$ cat src/rtl/ddr_rd_burst_mch_if.sv
// DDR UI read-burst port plus tagged readout stream for ddr_rd_burst_mch.
// master = burst requester side, slave = DDR controller / readout side.
interface ddr_rd_burst_mch_if #(
    parameter int DDR_DATA_WD = 512,
    parameter int DDR_ADDR_WD = 32,
    parameter int CH_W        = 2
);
    logic                   rd_burst_req;
    logic                   rd_burst_ack;
    logic [9:0]             rd_burst_len;
    logic [DDR_ADDR_WD-1:0] rd_burst_addr;
    logic                   rd_burst_data_valid;
    logic [DDR_DATA_WD-1:0] rd_burst_data;
    logic                   rd_burst_finish;
    logic                   out_valid;
    logic [CH_W-1:0]        out_ch;
    logic [DDR_DATA_WD-1:0] out_data;

    modport master (
        output rd_burst_req, rd_burst_len, rd_burst_addr,
        output out_valid, out_ch, out_data,
        input  rd_burst_ack, rd_burst_data_valid, rd_burst_data, rd_burst_finish
    );

    modport slave (
        input  rd_burst_req, rd_burst_len, rd_burst_addr,
        input  out_valid, out_ch, out_data,
        output rd_burst_ack, rd_burst_data_valid, rd_burst_data, rd_burst_finish
    );
endinterface

$ cat src/rtl/ddr_rd_burst_mch.sv
// Multi-channel DDR read burst requester: round-robin over ring-buffer regions, tagged readout.
// Latency: request 2 cycles after eligibility (IDLE, ARB); out_valid 1 cycle after each read beat.
// Backpressure: per-channel credits (returned per consumed beat) gate grants; no stall on the beat path.
module ddr_rd_burst_mch #(
    parameter int                     CH_NUM      = 4,
    parameter int                     DDR_DATA_WD = 512,
    parameter int                     SEG_WD      = 128,
    parameter int                     DDR_ADDR_WD = 32,
    parameter int                     BURST_LEN   = 16,
    parameter logic [DDR_ADDR_WD-1:0] BASE_ADDR   = '0,
    parameter logic [DDR_ADDR_WD-1:0] CH_SPAN     = 'h1000,
    parameter int                     ADDR_SHIFT  = 3,
    parameter int                     CREDIT_MAX  = 64,
    parameter int                     SEG_REV     = 1
) (
    input  logic                            ddr_clk,
    input  logic                            ddr_rst_n,
    input  logic [CH_NUM-1:0]               ch_en_i,
    input  logic [CH_NUM-1:0]               ch_cfg_rst_i,
    input  logic [CH_NUM*DDR_ADDR_WD-1:0]   rd_avail_blk_i,
    input  logic [CH_NUM-1:0]               credit_ret_i,
    ddr_rd_burst_mch_if.master              bus,
    output logic [CH_NUM*DDR_ADDR_WD-1:0]   rd_glb_blk_cnt_o,
    output logic [1:0]                      err_flag_o
);
    localparam int CH_W  = (CH_NUM > 1) ? $clog2(CH_NUM) : 1;
    localparam int RATE  = DDR_DATA_WD / SEG_WD;
    localparam int CRD_W = $clog2(CREDIT_MAX + 1) + 1;
    localparam int BC_W  = $clog2(BURST_LEN + 1) + 1;

    localparam logic [CRD_W:0]         CRD_MAX_X = (CRD_W+1)'(CREDIT_MAX);
    localparam logic [CRD_W:0]         CRD_BL_X  = (CRD_W+1)'(BURST_LEN);
    localparam logic [CRD_W-1:0]       CRD_MAX   = CRD_W'(CREDIT_MAX);
    localparam logic [CRD_W-1:0]       CRD_BL    = CRD_W'(BURST_LEN);
    localparam logic [DDR_ADDR_WD-1:0] BL_A      = DDR_ADDR_WD'(BURST_LEN);
    localparam logic [DDR_ADDR_WD-1:0] SPAN_MSK  = CH_SPAN - 1'b1;
    localparam logic [BC_W:0]          BL_BC     = (BC_W+1)'(BURST_LEN);

    typedef enum logic [1:0] {S_IDLE, S_ARB, S_REQ, S_DATA} state_t;

    state_t                    state_q, state_d;
    logic [CH_W-1:0]           ptr_q, ptr_d;
    logic [CH_W-1:0]           gnt_q, gnt_d;
    logic [DDR_ADDR_WD-1:0]    addr_q, addr_d;
    logic [BC_W-1:0]           beat_q, beat_d;
    logic                      abort_q, abort_d;
    logic                      out_vld_q, out_vld_d;
    logic [CH_W-1:0]           out_ch_q, out_ch_d;
    logic [DDR_DATA_WD-1:0]    out_dat_q, out_dat_d;
    logic [1:0]                err_q, err_d;
    logic [CRD_W-1:0]          credit_q [CH_NUM];
    logic [CRD_W-1:0]          credit_d [CH_NUM];
    logic [DDR_ADDR_WD-1:0]    glb_q    [CH_NUM];
    logic [DDR_ADDR_WD-1:0]    glb_d    [CH_NUM];

    logic [CH_NUM-1:0]         elig;
    logic                      found;
    logic [CH_W-1:0]           pick;
    logic [DDR_ADDR_WD-1:0]    addr_new;
    logic                      arb_fire;
    logic                      fin;
    logic                      gnt_rst;
    logic [BC_W:0]             beat_tot;
    logic [DDR_DATA_WD-1:0]    rev_dat;

    // Fill level is modular so it stays correct across counter wrap.
    for (genvar i = 0; i < CH_NUM; i++) begin : g_elig
        logic [DDR_ADDR_WD-1:0] fill;
        assign fill    = rd_avail_blk_i[i*DDR_ADDR_WD +: DDR_ADDR_WD] - glb_q[i];
        assign elig[i] = ch_en_i[i] & ~ch_cfg_rst_i[i] & (fill >= BL_A) & (credit_q[i] >= CRD_BL);
        assign rd_glb_blk_cnt_o[i*DDR_ADDR_WD +: DDR_ADDR_WD] = glb_q[i];
    end

    for (genvar k = 0; k < RATE; k++) begin : g_seg
        if (SEG_REV != 0) begin : g_rev
            assign rev_dat[k*SEG_WD +: SEG_WD] = bus.rd_burst_data[(RATE-1-k)*SEG_WD +: SEG_WD];
        end else begin : g_pass
            assign rev_dat[k*SEG_WD +: SEG_WD] = bus.rd_burst_data[k*SEG_WD +: SEG_WD];
        end
    end

    // First eligible channel at or after the round-robin pointer.
    always_comb begin
        int j;
        found = 1'b0;
        pick  = '0;
        j     = 0;
        for (int k = 0; k < CH_NUM; k++) begin
            j = int'(ptr_q) + k;
            if (j >= CH_NUM) j = j - CH_NUM;
            if (!found && elig[j]) begin
                found = 1'b1;
                pick  = CH_W'(j);
            end
        end
    end

    assign addr_new = BASE_ADDR
                    + (((DDR_ADDR_WD'(pick) * CH_SPAN) + (glb_q[pick] & SPAN_MSK)) << ADDR_SHIFT);

    always_comb begin
        int nx;
        state_d  = state_q;
        ptr_d    = ptr_q;
        gnt_d    = gnt_q;
        addr_d   = addr_q;
        arb_fire = 1'b0;
        nx       = int'(pick) + 1;
        if (nx >= CH_NUM) nx = 0;
        case (state_q)
            S_IDLE: if (|elig) state_d = S_ARB;
            S_ARB: begin
                if (found) begin
                    arb_fire = 1'b1;
                    gnt_d    = pick;
                    addr_d   = addr_new;
                    ptr_d    = CH_W'(nx);
                    state_d  = S_REQ;
                end else begin
                    state_d  = S_IDLE;
                end
            end
            S_REQ:  if (bus.rd_burst_ack) state_d = S_DATA;
            S_DATA: if (bus.rd_burst_finish) state_d = S_IDLE;
            default: state_d = S_IDLE;
        endcase
    end

    always_ff @(posedge ddr_clk or negedge ddr_rst_n) begin
        if (!ddr_rst_n) begin
            state_q <= S_IDLE;
            ptr_q   <= '0;
            gnt_q   <= '0;
            addr_q  <= '0;
        end else begin
            state_q <= state_d;
            ptr_q   <= ptr_d;
            gnt_q   <= gnt_d;
            addr_q  <= addr_d;
        end
    end

    assign fin      = (state_q == S_DATA) & bus.rd_burst_finish;
    assign gnt_rst  = ch_cfg_rst_i[gnt_q];
    assign beat_tot = {1'b0, beat_q} + (BC_W+1)'(bus.rd_burst_data_valid);

    always_comb begin
        logic [CRD_W:0] sum;
        logic           ovf;
        sum       = '0;
        ovf       = 1'b0;
        beat_d    = beat_q;
        abort_d   = abort_q;
        out_vld_d = 1'b0;
        out_ch_d  = out_ch_q;
        out_dat_d = out_dat_q;
        err_d     = err_q;

        // A channel cleared while its burst is in flight lets the bus transfer finish silently.
        if (arb_fire)
            abort_d = 1'b0;
        else if ((state_q == S_REQ || state_q == S_DATA) && gnt_rst)
            abort_d = 1'b1;

        if (state_q == S_REQ)
            beat_d = '0;
        else if (state_q == S_DATA && bus.rd_burst_data_valid && beat_q != {BC_W{1'b1}})
            beat_d = beat_q + 1'b1;

        if (state_q == S_DATA && bus.rd_burst_data_valid && !abort_q && !gnt_rst) begin
            out_vld_d = 1'b1;
            out_ch_d  = gnt_q;
            out_dat_d = rev_dat;
        end

        if (fin && beat_tot != BL_BC)
            err_d[0] = 1'b1;

        for (int i = 0; i < CH_NUM; i++) begin
            sum = {1'b0, credit_q[i]} + (CRD_W+1)'(credit_ret_i[i]);
            if (arb_fire && pick == CH_W'(i))
                sum = sum - CRD_BL_X;
            if (ch_cfg_rst_i[i]) begin
                credit_d[i] = CRD_MAX;
            end else if (sum > CRD_MAX_X) begin
                credit_d[i] = CRD_MAX;
                ovf         = 1'b1;
            end else begin
                credit_d[i] = sum[CRD_W-1:0];
            end

            if (ch_cfg_rst_i[i])
                glb_d[i] = '0;
            else if (fin && !abort_q && gnt_q == CH_W'(i))
                glb_d[i] = glb_q[i] + BL_A;
            else
                glb_d[i] = glb_q[i];
        end
        if (ovf) err_d[1] = 1'b1;
    end

    always_ff @(posedge ddr_clk or negedge ddr_rst_n) begin
        if (!ddr_rst_n) begin
            beat_q    <= '0;
            abort_q   <= 1'b0;
            out_vld_q <= 1'b0;
            out_ch_q  <= '0;
            out_dat_q <= '0;
            err_q     <= '0;
            for (int i = 0; i < CH_NUM; i++) begin
                credit_q[i] <= CRD_MAX;
                glb_q[i]    <= '0;
            end
        end else begin
            beat_q    <= beat_d;
            abort_q   <= abort_d;
            out_vld_q <= out_vld_d;
            out_ch_q  <= out_ch_d;
            out_dat_q <= out_dat_d;
            err_q     <= err_d;
            for (int i = 0; i < CH_NUM; i++) begin
                credit_q[i] <= credit_d[i];
                glb_q[i]    <= glb_d[i];
            end
        end
    end

    assign bus.rd_burst_req  = (state_q == S_REQ);
    assign bus.rd_burst_len  = 10'(BURST_LEN);
    assign bus.rd_burst_addr = addr_q;
    assign bus.out_valid     = out_vld_q;
    assign bus.out_ch        = out_ch_q;
    assign bus.out_data      = out_dat_q;
    assign err_flag_o        = err_q;
endmodule
$ cat src/flat_wrapper.sv
// flat-port wrapper written by rule: the top's interface ports become plain ports
module ddr_rd_burst_mch_flat 
#(
    parameter int                     CH_NUM      = 4,
    parameter int                     DDR_DATA_WD = 512,
    parameter int                     SEG_WD      = 128,
    parameter int                     DDR_ADDR_WD = 32,
    parameter int                     BURST_LEN   = 16,
    parameter logic [DDR_ADDR_WD-1:0] BASE_ADDR   = '0,
    parameter logic [DDR_ADDR_WD-1:0] CH_SPAN     = 'h1000,
    parameter int                     ADDR_SHIFT  = 3,
    parameter int                     CREDIT_MAX  = 64,
    parameter int                     SEG_REV     = 1
)
  (ddr_clk, ddr_rst_n, ch_en_i, ch_cfg_rst_i, rd_avail_blk_i, credit_ret_i, rd_glb_blk_cnt_o, err_flag_o, bus_rd_burst_req, bus_rd_burst_len, bus_rd_burst_addr, bus_out_valid, bus_out_ch, bus_out_data, bus_rd_burst_ack, bus_rd_burst_data_valid, bus_rd_burst_data, bus_rd_burst_finish);
  ddr_rd_burst_mch_if #(.DDR_DATA_WD(DDR_DATA_WD), .DDR_ADDR_WD(DDR_ADDR_WD)) bus_i ();
  input  logic ddr_clk;
  input  logic ddr_rst_n;
  input  logic [CH_NUM-1:0] ch_en_i;
  input  logic [CH_NUM-1:0] ch_cfg_rst_i;
  input  logic [CH_NUM*DDR_ADDR_WD-1:0] rd_avail_blk_i;
  input  logic [CH_NUM-1:0] credit_ret_i;
  output logic [CH_NUM*DDR_ADDR_WD-1:0] rd_glb_blk_cnt_o;
  output logic [1:0] err_flag_o;
  output wire logic [$bits(bus_i.rd_burst_req)-1:0] bus_rd_burst_req;
  output wire logic [$bits(bus_i.rd_burst_len)-1:0] bus_rd_burst_len;
  output wire logic [$bits(bus_i.rd_burst_addr)-1:0] bus_rd_burst_addr;
  output wire logic [$bits(bus_i.out_valid)-1:0] bus_out_valid;
  output wire logic [$bits(bus_i.out_ch)-1:0] bus_out_ch;
  output wire logic [$bits(bus_i.out_data)-1:0] bus_out_data;
  input wire logic [$bits(bus_i.rd_burst_ack)-1:0] bus_rd_burst_ack;
  input wire logic [$bits(bus_i.rd_burst_data_valid)-1:0] bus_rd_burst_data_valid;
  input wire logic [$bits(bus_i.rd_burst_data)-1:0] bus_rd_burst_data;
  input wire logic [$bits(bus_i.rd_burst_finish)-1:0] bus_rd_burst_finish;
  assign bus_rd_burst_req = bus_i.rd_burst_req;
  assign bus_rd_burst_len = bus_i.rd_burst_len;
  assign bus_rd_burst_addr = bus_i.rd_burst_addr;
  assign bus_out_valid = bus_i.out_valid;
  assign bus_out_ch = bus_i.out_ch;
  assign bus_out_data = bus_i.out_data;
  assign bus_i.rd_burst_ack = bus_rd_burst_ack;
  assign bus_i.rd_burst_data_valid = bus_rd_burst_data_valid;
  assign bus_i.rd_burst_data = bus_rd_burst_data;
  assign bus_i.rd_burst_finish = bus_rd_burst_finish;
  ddr_rd_burst_mch #(.CH_NUM(CH_NUM), .DDR_DATA_WD(DDR_DATA_WD), .SEG_WD(SEG_WD), .DDR_ADDR_WD(DDR_ADDR_WD), .BURST_LEN(BURST_LEN), .BASE_ADDR(BASE_ADDR), .CH_SPAN(CH_SPAN), .ADDR_SHIFT(ADDR_SHIFT), .CREDIT_MAX(CREDIT_MAX), .SEG_REV(SEG_REV)) u_core (.ddr_clk(ddr_clk), .ddr_rst_n(ddr_rst_n), .ch_en_i(ch_en_i), .ch_cfg_rst_i(ch_cfg_rst_i), .rd_avail_blk_i(rd_avail_blk_i), .credit_ret_i(credit_ret_i), .bus(bus_i), .rd_glb_blk_cnt_o(rd_glb_blk_cnt_o), .err_flag_o(err_flag_o));
endmodule
$ cat config.mk
export PLATFORM = sky130hd
export DESIGN_NAME = ddr_rd_burst_mch_flat
export DESIGN_NICKNAME = d
export VERILOG_FILES = /design/src/rtl/ddr_rd_burst_mch_if.sv /design/src/rtl/ddr_rd_burst_mch.sv /design/src/flat_wrapper.sv
export SDC_FILE = /design/constraint.sdc
export NUM_CORES = 1
export LEC_CHECK = 0
export BUFFER_PORTS_ARGS = -buffer_cell sky130_fd_sc_hd__buf_2
export CAP_MARGIN = 10
export CORE_AREA = 8 8 523 525
export CTS_CLUSTER_DIAMETER = 100
export DETAILED_ROUTE_END_ITERATION = 10
export DIE_AREA = 0 0 531 533
export PLACE_DENSITY_LB_ADDON = 0.2
export SYNTH_ARGS = -nofsm -noshare
export SYNTH_HDL_FRONTEND = slang
export SYNTH_SLANG_ARGS = --single-unit
$ cat constraint.sdc
create_clock -name ddr_clk -period 6.9 [get_ports ddr_clk]
set_clock_uncertainty 0.05 [all_clocks]
set_input_delay 1.38 -clock ddr_clk [delete_from_list [all_inputs] [get_ports ddr_clk]]
set_output_delay 1.38 -clock ddr_clk [all_outputs]
set_load 0.02 [all_outputs]
; ---- Word level (Yosys, flattened, before mapping)
; Index checks and enable logic that the tools add are counted.
; W data, S select, Z words.
[word_totals]
regBits = 719
inputBits = 657
out_inout_bits = 688
word_cells = 207
[classes]
addsub = 27
order_cmp = 23
eq_ne = 14
mux = 70
bitwise = 18
n_reduce_logical = 36
[op_table]
columns = operator, n
row1 = $mux W32, 12
row2 = $add A32 B5 Y32 const B, 4
row3 = $ge A32 B5 Y1 const B, 4
row4 = $lt A32 B4 Y1 const B, 4
row5 = $sub A32 B32 Y32, 4
row6 = $ge A32 B4 Y1 const B, 3
row7 = $sub A32 B4 Y32 const B, 3
row8 = $bmux W32 S2, 1
row9 = $mux W8, 8
row10 = $add A8 B1 Y9, 4
row11 = $gt A9 B7 Y1 const B, 4
row12 = $mux W9, 4
row13 = $sub A9 B5 Y9 const B, 4
row14 = $ge A8 B5 Y1 const B, 4
row15 = $mux W1, 26
row16 = $mux W12, 2
row17 = $logic_and A1 B1 Y1, 18
row18 = $mux W2, 9
row19 = $add A14 B12 Y15, 1
row20 = $and A1 B1 Y1, 13
row21 = $eq A2 B2 Y1 const B, 6
row22 = $mux W6, 2
row23 = $reduce_bool A2 Y1, 6
row24 = $bmux W1 S2, 5
row25 = 22 further kinds, 37

; ---- Depth between registers and ports, before layout
[depth]
ltp_word = 30
depth_mapped = 27
mapped_depth_nobuf = 24

; ---- Worst setup path before layout
; No wires, ideal clock.
[synth_timing]
kind = input to register
startpoint = in rd_avail_blk_i[17]
endpoint = reg u_core.credit_q[4] (netlist bit)
setup_ns = 0.069
arrival_time_ns = 6.033
required_ns = 6.781
setup_slack_ns = 0.748
path_stages = 23
n_path_buf = 4
path_cell_list = ha_1 > buf_6 > a21o_1 > o21bai_4 > a211oi_2 > nor3_1 > or4_1 > a2111oi_2 > nand4_1 > or4_1 > nand2_2 > a21oi_1 > o21ai_0 > nand3_1 > buf_2 > buf_2 > inv_1 > ha_1 > inv_1 > o311a_1 > or4_1 > buf_6 > nor2_2
[synth_rtl]
columns = item, line_no
row1 = start: declaration, flat_wrapper.sv:21  ; input logic [CH_NUM*DDR_ADDR_WD-1:0] rd_avail_blk_i;
row2 = end signal: indexed assignment, ddr_rd_burst_mch.sv:222  ; credit_q[i] <= credit_d[i];
row3 = end: declaration, ddr_rd_burst_mch.sv:51  ; logic [CRD_W-1:0] credit_q [CH_NUM];

; ---- Final worst setup path
[layout_timing]
startpoint = in rd_avail_blk_i[101]
endpoint = reg u_core.err_q[1] (netlist: u_core.err_flag_o[1])
[layout_between]
elab_chain_cells = 30
elab_cells_between_ends = 56
cone_classes = add/sub: 1 / order compare: 5 / eq/ne: 3 / mux: 34 / bitwise: 2 / reduce/logical: 11
[layout_lines]
columns = item, line_no
row1 = $sub A32 B32 Y32 *, ddr_rd_burst_mch.sv:69  ; assign fill = rd_avail_blk_i[i*DDR_ADDR_WD +: DDR_ADDR_WD] - glb_q[i];
row2 = $ge A32 B5 Y1 *, ddr_rd_burst_mch.sv:70  ; assign elig[i] = ch_en_i[i] & ~ch_cfg_rst_i[i] & (fill >= BL_A) & (credit_q[i] >= CRD_BL);
row3 = $and A1 B1 Y1 * (2 in a row), ddr_rd_burst_mch.sv:70
row4 = $bmux W1 S2, ddr_rd_burst_mch.sv:91  ; if (!found && elig[j]) begin
row5 = $mux W1 (not written as such) (2 in a row), ddr_rd_burst_mch.sv:91
row6 = $mux W1, ddr_rd_burst_mch.sv:91
row7 = $logic_not A1 Y1, ddr_rd_burst_mch.sv:91
row8 = $logic_and A1 B1 Y1, ddr_rd_burst_mch.sv:91
row9 = [12 not listed], -
row10 = $mux W1, ddr_rd_burst_mch.sv:185  ; end else if (sum > CRD_MAX_X) begin
row11 = $mux W1, ddr_rd_burst_mch.sv:183  ; if (ch_cfg_rst_i[i]) begin
row12 = $mux W1, ddr_rd_burst_mch.sv:185
row13 = $mux W1, ddr_rd_burst_mch.sv:183
row14 = $mux W1, ddr_rd_burst_mch.sv:185
row15 = $mux W1, ddr_rd_burst_mch.sv:183
row16 = $mux W1, ddr_rd_burst_mch.sv:185
row17 = $mux W1 *, ddr_rd_burst_mch.sv:183
row18 = end signal: assignment, ddr_rd_burst_mch.sv:220  ; err_q <= err_d;
row19 = end: declaration, ddr_rd_burst_mch.sv:50  ; logic [1:0] err_q, err_d;
; Mark *: on every way between the ends. The rest lies on a longest branch, timed or not. The select of a mux whose other input is x is not followed.
; A chain may end at the register's enable or synchronous reset.

==> summary.txt <==
Die
  – Die footprint: 0.2830 mm2
  – Die X: 531 um
  – Initial core utilization: 0.1354
  – Die H: about 530 um
  – Core region area: 0.2658 mm2
  – I/O pin cnt: about 1300
  – Cell row count: between 150 and 200

Cells and area
  – Layout area overhead: 41.40%
  – Ratio of cells with drive above 1 in the final layout: 0.4510
  – Total Nets Final: around 5500

Detailed routing
  – Initial DRC Count: approximately 1500
  – Antenna Nets Post-Route: 0
  – Drt first pass iters: 5
  – Number of vias per cell: 3.879
  – Drc violations: 0
  – Via count: ~33000
  – Drt wl/cell: around 25 um
  – Detailed Route WL: 208700 um

GRT
  – Antenna violations before repair: roughly 240
  – Total track usage: 0.1406
  – Largest net degree at the start of global routing: between 100 and 150
  – First-pass GRT wire length: approximately 280000 um
  – Number of global-route vias before repair: 33240
  – Overflow after GRT: 0

Clocking
  – CTS sink cnt: approximately 700
  – CTS clk-pin slew, worst paths: 50 ps
  – Number of setup buffers added after CTS: 0
  – Longest Clk Path Bufs: 4
  – Worst skew pair latency: between 800 and 900 ps
  – PostCTS Resize Cnt: 0
  – H-tree depth: 3
  – Hold Buf Count CTS: 0
  – Root Buffer: clkbuf_16
  – Num CTS Buffers: around 100
  – CTS tree: built

Worst setup path
  – Critical Path Source Type: input pin
  – Cell with the largest stage delay on the worst path: a311oi_1
  – Largest stage delay on the critical path: about 450 ps
  – Largest fanout on the critical path: 6
  – Worst EP required: between 7000 and 8000 ps
  – CP arrival: 6480 ps
  – Crit path kind: input pin to register
  – Nature of the critical path endpoint: register

Power
  – Pint: roughly 0.011 W
  – Comb pwr share: 0.362
  – Static Leak: 23.82 nW
  – Maximum vdd drop: 0.2248 mV
  – Power share of the clock group: 0.299
  – Reg power frac: 0.338
  – Tot Pwr: 0.01778 W
  – NetSw: roughly 0.0069 W
  – Switching share of power: 0.3890
  – PD cells: about 350 mW/mm2

Timing
  – RSZ-0062 raised after global routing: no
  – Final min period: between 5000 and 6000 ps
  – Tcrit/Tclk final: 0.8563
  – Final slew viol count: 0
  – Hold Fails Final Rpt: 0
  – Hold WS: about 430 ps
  – Slew @ Worst Pin: between 900 and 1000 ps
  – # setup viols final: 0
  – TNS Setup: 0 ps
  – Fmax: approximately 170 MHz
  – Relative slew slack: 0.3550

Synthesis
  – Synth async-reset ratio: 1.000
  – Synth cell types: 93
  – Seq/Total Area, Yosys: 0.4745
  – Ys flop type: dfrtp_1
  – EDFF count, synth: 0
  – Mapped Cells: between 3000 and 4000
  – Mean Syn Cell Area: 10.87 um2
  – Synth Register Bits: 682
  – Yosys warns: 0
  – Syn Std Cell Area: between 0.03 and 0.04 mm2

Outcome
  – Outcome: complete, no violations

Worst hold path
  – Worst Hold Class: register to register

Placed design
  – Placer Congestion: ~0.83
  – DP HPWL: roughly 180000 um
  – Port bufs: 1293

Run
  – Number of max-cap violations: 0
## worst max-delay path: cells and delay by family
family,cells,cell delay (ps)
compound gates,9,2200
buf+inv,5,760
mux,1,150
simple gates,10,1430
fa+ha+maj,2,540
## power by group through the flow
stage / registers (W) / logic (W) / clock network, W
after detailed placement: 0.00606 / 0.00652 / 0
after CTS: 0.00603 / 0.00655 / 0.00554
after floorplan: 0.00758 / 0.00187 / 0
final: 0.00602 / 0.00644 / 0.00532
after global placement: 0.00600 / 0.00658 / 0
after global routing: 0.00620 / 0.00694 / 0.00566
## synthesized netlist by cell type (48+ instances only)
cell      number  area share
nand2_1      204       0.021
buf_4         49       0.010
ha_1         137       0.048
clkbuf_1     113       0.012
mux2_2       519        0.16
o21ai_0       95       0.013
nand3_1       92       0.013
and3_1        48      0.0083
a21oi_1      149       0.021
nand4_1       68       0.012
dfrtp_1      678        0.47
inv_1        165       0.017
xnor2_1      146       0.036
nor3_1        54      0.0075
nor2_1       232       0.024
## cells in the final DEF, fill, tap and decap left out, types with 39 or more instances in the layout
cell          n
a21oi_1     149
nand2_1     204
buf_2      1292
o21ai_0      95
nand4_1      68
dfrtp_1     678
clkbuf_16   103
nor2_1      230
and3_1       48
nand3_1      91
buf_4       132
xnor2_1     146
inv_1       165
xor2_1       46
diode_2      39
ha_1        137
conb_1       57
mux2_2      519
nor3_1       54
## area by class of cell
type | instances | area (um2)
Sequential cell | 682 | 17070
Timing Repair Buffer | 1434 | 7637
Tap cell | 3552 | 4444
Clock inverter | 32 | 391.6
Inverter | 165 | 619.3
Antenna cell | 39 | 97.59
Clock buffer | 143 | 2958
Fill cell | 29780 | 214900
Multi-Input combinational cell | 2338 | 17650
## stage by stage
stage	setup WS (ps)	instance area, um2	utilization	cells
after CTS	1086	50770	0.1910	8345
after detailed placement	240.6	47420	0.1784	8170
final	991.7	50870	0.1914	8385
after global routing	553.1	50790	0.1911	8354
after global placement	105.7	47420	0.1784	8170
after floorplan	748.0	36180	-	3365
## flip-flops by register name (all words and copies together) (netlist names)
| register | cells |
|---|---|
| u_core.abort_q | 1 |
| u_core.beat_q | 6 |
| u_core.bus.out_ch | 2 |
| u_core.bus.out_data | 512 |
| u_core.bus.out_valid | 1 |
| u_core.bus.rd_burst_addr | 9 |
| u_core.credit_q | 32 |
| u_core.err_flag_o | 2 |
| u_core.gnt_q | 1 |
| u_core.ptr_q | 2 |
| u_core.rd_glb_blk_cnt_o | 112 |
| u_core.state_q | 2 |
## routing by layer
metal,vias to the layer above,track usage,wire (um),part of all wire
li1,14650,-,-,-
met1,15890,0.1520,77130,0.37
met2,1444,0.2511,102600,0.49
met4,6,0.02769,5895,0.028
met5,-,0,37,0.00018
met3,533,0.06562,23040,0.11
## path summary, 6_finish.rpt
check | start | slack, ps | end | depth (start not counted)
max reg2reg | u_core.rd_glb_blk_cnt_o[101] | 1110 | u_core.err_flag_o[1] | 27
min in group asynchronous | ddr_rst_n | 580 | u_core.rd_glb_blk_cnt_o[78] | 1
min | u_core.err_flag_o[0] | 430 | u_core.err_flag_o[0] | 1
max in group asynchronous | ddr_rst_n | 4670 | u_core.bus.out_data[13] | 2
max | rd_avail_blk_i[101] | 990 | u_core.err_flag_o[1] | 27
min reg2reg | u_core.err_flag_o[0] | 430 | u_core.err_flag_o[0] | 1
## logic make-up (layout without fill, tap and decap cells)
family	Yosys count	count (layout)	synth area share
compound gates	538	538	0.09926
xor+xnor	192	192	0.04674
fa+ha+maj	137	137	0.04765
buf+inv	345	1774	0.04184
flops	682	682	0.4745
mux	556	556	0.1731
other cells	2	96	0.0002088
simple gates	858	858	0.1167
Note: power is estimated with default switching activity, not from simulation.
